**config.mk**
```make
export PLATFORM = sky130hd
export DESIGN_NAME = general_register_freelist
export DESIGN_NICKNAME = d
export VERILOG_FILES = /design/src/rtl/general_register_freelist.sv
export SDC_FILE = /design/constraint.sdc
export NUM_CORES = 1
export LEC_CHECK = 0
export BUFFER_PORTS_ARGS = -buffer_cell sky130_fd_sc_hd__buf_4
export CORE_MARGIN = 8
export CORE_UTILIZATION = 40
export DETAILED_ROUTE_END_ITERATION = 12
export HOLD_SLACK_MARGIN = 0.12
export PLACE_DENSITY = 0.55
export SETUP_SLACK_MARGIN = 0.5
export SLEW_MARGIN = 20
export SYNTH_ARGS = -nofsm -noshare
export SYNTH_HDL_FRONTEND = slang
export SYNTH_SLANG_ARGS = --single-unit
```
**constraint.sdc**
```tcl
create_clock -name iCLOCK -period 6.65 [get_ports iCLOCK]
set_clock_uncertainty 0.15 [all_clocks]
set_input_delay 0.9975 -clock iCLOCK [delete_from_list [all_inputs] [get_ports iCLOCK]]
set_output_delay 0.9975 -clock iCLOCK [all_outputs]
set_load 0.005 [all_outputs]
```
**src/rtl/general_register_freelist.sv**
```systemverilog
// Free list for the 64 physical general registers.
// Grants up to two release requests per cycle (lowest index first), queues the
// granted names in a 64-deep circular FIFO, and presents the two oldest names
// to rename.
// Ports:
//   iCLOCK, inRESET                 clock, async active-low reset
//   iFREE_RESTART                   rollback flush; masks grants, pops and valids
//   iENTRY_FREELIST_REQ[63:0]       per-entry release requests
//   oENTRY_FREELIST_REGIST_VALID    combinational acknowledge (one/two-hot)
//   iALLOC_0_REQ / iALLOC_1_REQ     rename consumes head / head+1
//   oFREE_0_* / oFREE_1_*           head and head+1 valid + name
//   oFREE_COUNT[6:0]                number of queued names
module general_register_freelist (
  input  logic        iCLOCK,
  input  logic        inRESET,
  input  logic        iFREE_RESTART,
  input  logic [63:0] iENTRY_FREELIST_REQ,
  output logic [63:0] oENTRY_FREELIST_REGIST_VALID,
  input  logic        iALLOC_0_REQ,
  input  logic        iALLOC_1_REQ,
  output logic        oFREE_0_VALID,
  output logic [5:0]  oFREE_0_REGNAME,
  output logic        oFREE_1_VALID,
  output logic [5:0]  oFREE_1_REGNAME,
  output logic [6:0]  oFREE_COUNT
);

  localparam int unsigned DEPTH = 64;
  localparam int unsigned AW    = 6;
  localparam int unsigned CW    = 7;

  logic [AW-1:0] mem_q [DEPTH];
  logic [AW-1:0] wptr_q, wptr_d;
  logic [AW-1:0] rptr_q, rptr_d;
  logic [CW-1:0] count_q, count_d;

  logic          g0_found, g1_found;
  logic [AW-1:0] g0_idx, g1_idx;
  logic [63:0]   req_rem;
  logic [CW-1:0] avail;
  logic          grant0, grant1;
  logic          pop0, pop1;
  logic [CW-1:0] n_push, n_pop;

  // Lowest and next-lowest requesting entries.
  always_comb begin
    g0_found = 1'b0;
    g0_idx   = '0;
    g1_found = 1'b0;
    g1_idx   = '0;
    for (int i = DEPTH - 1; i >= 0; i--) begin
      if (iENTRY_FREELIST_REQ[i]) begin
        g0_found = 1'b1;
        g0_idx   = AW'(i);
      end
    end
    req_rem = iENTRY_FREELIST_REQ;
    if (g0_found) req_rem[g0_idx] = 1'b0;
    for (int i = DEPTH - 1; i >= 0; i--) begin
      if (req_rem[i]) begin
        g1_found = 1'b1;
        g1_idx   = AW'(i);
      end
    end
  end

  // Grant against space left at the start of the cycle; same-cycle pops do
  // not create room until the next cycle.
  always_comb begin
    avail  = CW'(DEPTH) - count_q;
    grant0 = g0_found && (avail >= CW'(1)) && !iFREE_RESTART;
    grant1 = g1_found && (avail >= CW'(2)) && !iFREE_RESTART;
    oENTRY_FREELIST_REGIST_VALID = '0;
    if (grant0) oENTRY_FREELIST_REGIST_VALID[g0_idx] = 1'b1;
    if (grant1) oENTRY_FREELIST_REGIST_VALID[g1_idx] = 1'b1;
  end

  // Head outputs; a second pop is only honoured alongside the first.
  always_comb begin
    oFREE_0_VALID   = (count_q >= CW'(1)) && !iFREE_RESTART;
    oFREE_1_VALID   = (count_q >= CW'(2)) && !iFREE_RESTART;
    oFREE_0_REGNAME = mem_q[rptr_q];
    oFREE_1_REGNAME = mem_q[rptr_q + AW'(1)];
    oFREE_COUNT     = count_q;
    pop0            = iALLOC_0_REQ && oFREE_0_VALID;
    pop1            = iALLOC_0_REQ && iALLOC_1_REQ && oFREE_1_VALID;
  end

  // Pointer and count next state.
  always_comb begin
    n_push  = CW'(grant0) + CW'(grant1);
    n_pop   = CW'(pop0) + CW'(pop1);
    wptr_d  = wptr_q + AW'(n_push);
    rptr_d  = rptr_q + AW'(n_pop);
    count_d = count_q + n_push - n_pop;
    if (iFREE_RESTART) begin
      wptr_d  = '0;
      rptr_d  = '0;
      count_d = '0;
    end
  end

  always_ff @(posedge iCLOCK or negedge inRESET) begin
    if (!inRESET) begin
      wptr_q  <= '0;
      rptr_q  <= '0;
      count_q <= '0;
    end else begin
      wptr_q  <= wptr_d;
      rptr_q  <= rptr_d;
      count_q <= count_d;
    end
  end

  // Name memory; reset keeps REGNAME outputs defined while empty.
  always_ff @(posedge iCLOCK or negedge inRESET) begin
    if (!inRESET) begin
      for (int i = 0; i < DEPTH; i++) mem_q[i] <= '0;
    end else begin
      if (grant0) mem_q[wptr_q]          <= g0_idx;
      if (grant1) mem_q[wptr_q + AW'(1)] <= g1_idx;
    end
  end

endmodule

```
==> results of run 1 <==
synth_stat cells (all sizes together), types with 12 or more instances:
master,n,share of area [%]
o21ai,126,2.1
nand2,214,3.1
clkbuf,152,1.9
or3,14,0.29
inv,38,0.47
nor2b,33,0.69
nor2,216,2.8
or4,12,0.31
o31ai,13,0.32
ha,24,1.0
a21oi,116,1.9
nor4,30,0.66
dfrtp,403,33
mux2,55,2.1
or2,12,0.25
o32ai,28,0.86
o22ai,32,0.66
and2,19,0.39
xnor2,14,0.41
nor3,36,0.63
mux2i,527,18
nand3,43,0.73
nand4,17,0.35
mux4,252,19
and3,12,0.25
o211ai,20,0.50
buf,58,0.96
a211oi,36,0.91
nand2b,13,0.30
registers in the layout, indices dropped and copies added, names as in the netlist:
register,cells
mem_q,384
oFREE_COUNT,7
rptr_q,6
wptr_q,6
kinds of logic (layout without fill, tap and decap cells):
family,after synthesis,in the layout,share of synthesized area (%)
adder cells (fa/ha/maj),29,29,1.30
AO/OA/AOI/OAI,512,512,11.5
flip-flops,403,403,33.5
buffers and inverters,249,608,3.34
XOR/XNOR,21,21,0.611
multiplexers,834,834,38.4
AND/OR/NAND/NOR,692,692,11.3
repair_timing:
item | 4_1_cts | 5_1_grt
pin swaps | 46 | 35
buffers inserted | 22 | 20
resized for setup | 85 | 80
endpoints found under the setup margin | 61 | 69
power by group:
part           leakage [nW]  switching (mW)  internal [mW]
sequential             5.58           0.172           2.59
clock                 0.775            1.11           1.55
combinational          9.75            1.60           1.22
total                  16.1            2.88           5.36
per-layer routing:
metal	vias to the layer above	track usage (%)	share of wire [%]
li1	11200	-	-
met1	13700	37.4	40
met2	1446	46.1	47
met3	377	5.09	7.9
met4	6	12.0	5.2
met5	-	0	0.037
worst paths after layout:
check | from | end | cells past startpoint
max | iENTRY_FREELIST_REQ[19] | oENTRY_FREELIST_REGIST_VALID[58] | 20
min | inRESET | mem_q[381] | 1
max reg2reg | oFREE_COUNT[0] | mem_q[294] | 14
min reg2reg | mem_q[251] | mem_q[251] | 2
max in group asynchronous | inRESET | mem_q[156] | 2
min in group iCLOCK | mem_q[251] | mem_q[251] | 2
area by class of cell:
type	instances	area, um2
multi-input combinational	2088	20100
fill	6715	37400
clock buffer	73	1420
tap	969	1210
inverter	39	149
sequential	403	10100
timing repair buffer	485	3870
clock inverter	11	149
==> results by group, run 1 <==
Timing
  – Least-Margin Pin Slew: 1.20 ns
  – Hold Vio Cnt, Final: 0
  – Final Max Tran Viols: 0
  – Setup TNS Final: -2.21 ns
  – Post-layout minimum cycle time: 6.81 ns
  – Setup WS post-layout: -0.163 ns
  – Hold_ws: 0.200 ns
  – RSZ-0062 raised after global routing: yes
  – Final period util: 102%
  – Slew Limit Headroom: 19.6%
  – Fmax: 147 MHz
  – Endpoints failing setup: 26

Place
  – IO buf count: 153
  – Setup Slack @ Placement: -0.470 ns
  – Final RePlAce weighted congestion: 0.986
  – Dpl cells: 3,942
  – DP Area: 34,200 um2
  – Dpl hpwl: 88.8 mm

Logic synthesis
  – Dominant synthesized flop cell: dfrtp_1
  – Synth Area per Inst: 11.0 um2
  – Post-synth EDFFs: 0
  – Synthesis Warnings: 0
  – Syn Nets: 2,837
  – Yosys reg bits: 403
  – Synthesized area: 30,100 um2
  – Seq/Total Area, Yosys: 33.5%
  – Synth Instances: 2,740
  – Asr flop ratio synth: 100%
  – Synth unique cells: 101

Final layout
  – Util after Layout: 49.8%
  – Diode count: 0
  – Most common cell after layout, fill and taps aside: mux2i_1
  – Most frequent cells in the layout: 527 x mux2i_1, 452 x buf_4, 400 x dfrtp_1, 252 x mux4_2, 205 x nor2_1
  – Post-layout net count: 3,161
  – Area growth syn-to-layout: 23.0%
  – Share of layout cells above drive strength 1: 34.2%
  – Final instance area: 37,000 um2
  – Finished Layout Cells: 4,068

Worst setup path
  – Required @ worst endpoint: 5.50 ns
  – Crit-path slowest cell: a211o_4
  – CP dominant cell by count: buf_4
  – Max incr delay on CP: 0.51 ns
  – Crit-path cells: buf_4, nor4_2, buf_4, nand3_1, a21oi_2, a22oi_2, buf_4, nor3_4, buf_4, nand3_1, buf_4, o31a_1, a2111oi_4, nand4_1, a211o_4, and4_4, nand2b_4, buf_12, o32ai_2, buf_4
  – Worst Path Max Fanout: 8
  – Crit end category: primary output
  – Cell family with the largest share of critical-path delay: compound AO/OA/AOI/OAI gates
  – Worst setup SP type: primary input
  – CP Buf/Inv Count: 7
  – WP data arrival: 5.67 ns
  – Setup Crit Path Kind: in2out
  – R2r setup slk: 2.16 ns

Die
  – Die Y: 290 um
  – Die X: 290 um
  – Die Area: 84,300 um2
  – I/O pin total: 154
  – Initial Utilization: 40.4%
  – Rows: 100
  – CORE AREA: 74,400 um2

Outcome
  – Violated checks: setup timing
  – Status: finished with violations

Flow run
  – Max Cap Viol: 0

Clock network
  – Clk buf depth: 3
  – CTS clk-pin slew, worst paths: 0.06 ns
  – Clk Latency, worst-skew pair: 0.61 ns
  – Clock sink total: 403
  – Total CTS buffers: 47
  – H-tree depth: 2
  – Root Buffer: clkbuf_16
  – CTS tree: yes
  – # hold bufs at CTS: 0

Power and ir drop
  – Maximum vdd drop: 0.306 mV
  – P_leak: 16.1 nW
  – Total power density per cell area: 223 nW/um2
  – Overall Power: 8.25 mW

Global routing
  – First-pass GRT wire length: 184 mm
  – Largest net degree at the start of global routing: 155
  – Total gr overflow: 0
  – Initial antenna violation count: 3
  – Number of global-route vias before repair: 26,900
  – GR Util All Layers: 28.4%

Detailed routing
  – Vias: 26,700
  – DRC Markers: 0
  – Final antenna-violating net count: 0
  – First DRT Iteration DRCs: 2,816
  – Iteration count of the initial detailed-routing pass: 6
  – DRT Wirelength: 124 mm
  – Post-DR vias/cell: 6.57
  – DR WL/cell: 30.5 um

Min path
  – Hold/Removal Path Class: in2async
Note: power is estimated with default switching activity, not from simulation.
==> inputs of run 2 (changes only) <==
--- a/config.mk
+++ b/config.mk
@@ -11,6 +11,7 @@
 export DETAILED_ROUTE_END_ITERATION = 12
 export HOLD_SLACK_MARGIN = 0.12
 export PLACE_DENSITY = 0.55
+export REMOVE_ABC_BUFFERS = 1
 export SETUP_SLACK_MARGIN = 0.5
 export SLEW_MARGIN = 20
 export SYNTH_ARGS = -nofsm -noshare
==> results by group, run 2 (same netlist as run 1, synthesis figures left out) <==
Timing
  – RSZ-0062 raised after global routing: yes (unchanged)
  – Endpoints failing setup: 0 (was 26)
  – Least-Margin Pin Slew: 1.10 ns (was 1.20 ns)
  – Final Max Tran Viols: 0 (unchanged)
  – Setup TNS Final: 0 ns (was -2.21 ns)
  – Slew Limit Headroom: 26.1% (was 19.6%)
  – Final period util: 97.7% (was 102%)
  – Fmax: 154 MHz (was 147 MHz)
  – Hold Vio Cnt, Final: 0 (unchanged)
  – Post-layout minimum cycle time: 6.50 ns (was 6.81 ns)

Clock network
  – # hold bufs at CTS: 0 (unchanged)
  – Total CTS buffers: 48 (was 47)
  – Clk Latency, worst-skew pair: 0.60 ns (was 0.61 ns)
  – H-tree depth: 2 (unchanged)
  – Clock sink total: 403 (unchanged)
  – Root Buffer: clkbuf_16 (unchanged)
  – CTS tree: yes (unchanged)
  – Clk buf depth: 3 (unchanged)
  – CTS clk-pin slew, worst paths: 0.06 ns (about the same)

Die
  – Rows: 100 (unchanged)
  – Initial Utilization: 40.4% (unchanged)
  – CORE AREA: 74,400 um2 (unchanged)
  – Die Y: 290 um (unchanged)
  – I/O pin total: 154 (unchanged)
  – Die X: 290 um (unchanged)
  – Die Area: 84,300 um2 (unchanged)

Global routing
  – GR Util All Layers: 30.2% (was 28.4%)
  – Number of global-route vias before repair: 28,300 (was 26,900)
  – Largest net degree at the start of global routing: 125 (was 155)
  – Total gr overflow: 0 (unchanged)
  – First-pass GRT wire length: 194 mm (was 184 mm)
  – Initial antenna violation count: 5 (was 3)

Outcome
  – Status: completed (was finished with violations)

Power and ir drop
  – Clock share of power: 32.0% (was 32.3%)
  – Sw Pwr: 2.92 mW (was 2.88 mW)
  – P_leak: 17.1 nW (was 16.1 nW)
  – Total power density per cell area: 213 nW/um2 (was 223 nW/um2)
  – Overall Power: 8.32 mW (was 8.25 mW)
  – Register share of total power: 33.8% (was 33.5%)
  – Maximum vdd drop: 0.242 mV (was 0.306 mV)
  – Combinational Power Share: 34.2% (about the same)
  – Pint: 5.40 mW (was 5.36 mW)
  – Net Sw Frac: 35.1% (was 34.9%)

Place
  – DP Area: 35,100 um2 (was 34,200 um2)
  – Dpl hpwl: 95.9 mm (was 88.8 mm)
  – Dpl cells: 4,069 (was 3,942)
  – Final RePlAce weighted congestion: 1.02 (was 0.986)
  – IO buf count: 153 (unchanged)

Detailed routing
  – Post-DR vias/cell: 6.52 (was 6.57)
  – DR WL/cell: 31.1 um (was 30.5 um)
  – DRC Markers: 0 (unchanged)
  – Vias: 27,600 (was 26,700)
  – Final antenna-violating net count: 0 (unchanged)
  – First DRT Iteration DRCs: 2,471 (was 2,816)
  – DRT Wirelength: 132 mm (was 124 mm)
  – Iteration count of the initial detailed-routing pass: 8 (was 6)

Flow run
  – Max Cap Viol: 0 (unchanged)

Final layout
  – Most frequent cells in the layout: 564 x buf_4, 527 x mux2i_1, 400 x dfrtp_1, 252 x mux4_2, 199 x nor2_1 (was 527 x mux2i_1, 452 x buf_4, 400 x dfrtp_1, 252 x mux4_2, 205 x nor2_1)
  – Filler cells: 6,540 (was 6,715)
  – Final instance area: 39,100 um2 (was 37,000 um2)
  – Area growth syn-to-layout: 29.8% (was 23.0%)
  – Share of layout cells above drive strength 1: 39.3% (was 34.2%)
  – Largest Register: mem_q (unchanged)
  – Post-layout net count: 3,325 (was 3,161)
  – Most common cell after layout, fill and taps aside: buf_4 (was mux2i_1)
  – Finished Layout Cells: 4,235 (was 4,068)
  – Max reg flops: 384 (unchanged)

Worst setup path
  – Worst setup SP type: primary input (unchanged)
  – WP data arrival: 5.35 ns (was 5.67 ns)
  – R2r setup slk: 1.75 ns (was 2.16 ns)
  – Setup Crit Path Kind: in2out (unchanged)
  – Worst Path Max Fanout: 9 (was 8)
  – Worst r2r src: oFREE_COUNT[1] (was oFREE_COUNT[0])
  – Crit end category: primary output (unchanged)
  – Worst reg2reg path endpoint: oFREE_COUNT[6] (was mem_q[294])
  – Required @ worst endpoint: 5.50 ns (about the same)
  – Worst Reg-to-Reg Cells: 22 (was 14)

Min path
  – Hold/Removal Path Class: in2async (unchanged)
## run 2: cell types whose count changed in the layout (fill, tap and decap cells not counted), sizes merged
cell	delta
diode	+3
buf	+162
nand2b	+1
clkbuf	-1
clkinv	+2
## run 2: what timing repair did
item,4_1_cts,5_1_grt
endpoints found under the setup margin,65,64
pin swaps,65,56
buffers inserted,57,20
gates resized for setup,203,120
gates cloned,1,0
## run 2: stage by stage
step                      hold WS (ns)  utilization (%)  setup slack, ns
after floorplan                  0.366                -            -5.67
after global placement           0.398             47.1           -0.696
after detailed placement         0.412             47.1           -0.609
after CTS                        0.341             51.4            0.227
after global routing             0.372             52.5           0.0645
final                            0.304             52.5            0.152
## run 2: power by group through the flow
stage,sequential (mW),combinational [mW],clock (mW)
2_1_floorplan,2.91,1.59,0
3_3_place_gp,2.83,2.66,0
3_5_place_dp,2.84,2.69,0
4_1_cts,2.80,2.78,2.70
5_1_grt,2.83,3.01,2.80
6_report,2.81,2.85,2.67
## run 2: how the worst max path moves through the flow
stage                                      endpoint               startpoint  slack [ns]
floorplan                        oFREE_1_REGNAME[0]                rptr_q[0]       -5.67
global placement                     oFREE_COUNT[6]  iENTRY_FREELIST_REQ[11]       -0.70
detailed placement                   oFREE_COUNT[6]  iENTRY_FREELIST_REQ[11]       -0.61
CTS                 oENTRY_FREELIST_REGIST_VALID[5]  iENTRY_FREELIST_REQ[31]        0.23
global route        oENTRY_FREELIST_REGIST_VALID[5]  iENTRY_FREELIST_REQ[55]        0.06
finish              oENTRY_FREELIST_REGIST_VALID[5]  iENTRY_FREELIST_REQ[55]        0.15
## run 2: critical path, stage by stage
cell and delay [ns]:
buf_6 0.09, or4_4 0.55, a211oi_2 0.28, o21ai_2 0.12, a22o_4 0.30, buf_4 0.17, a31oi_4 0.18, nand3_4 0.13
buf_4 0.17, buf_4 0.21, o22a_1 0.25, o211ai_1 0.23, nand4b_1 0.19, o2bb2ai_2 0.18, buf_4 0.14, or2_4 0.27
buf_12 0.13, or4_1 0.50, o21ai_1 0.10, buf_4 0.15
## run 2: layer usage
metal  track usage [%]  vias to the layer above  share of wire (%)
met3              5.09                      349                7.5
met2              49.2                     1409                 47
met4              13.2                        6                5.4
met1              39.4                    14300                 40
met5                 0                        -              0.033
li1                  -                    11600                  -
## run 2: layout make-up
class / count / area (um2) / share of cell area, %
diodes: 3 / 7.51 / 0.0192
clock buffers: 72 / 1420 / 3.64
clock inverters: 13 / 155 / 0.397
inverters: 39 / 146 / 0.375
multi-input cells: 2089 / 20700 / 53.0
flip-flops and latches: 403 / 10100 / 25.8
well taps: 969 / 1210 / 3.10
repair buffers: 647 / 5340 / 13.7
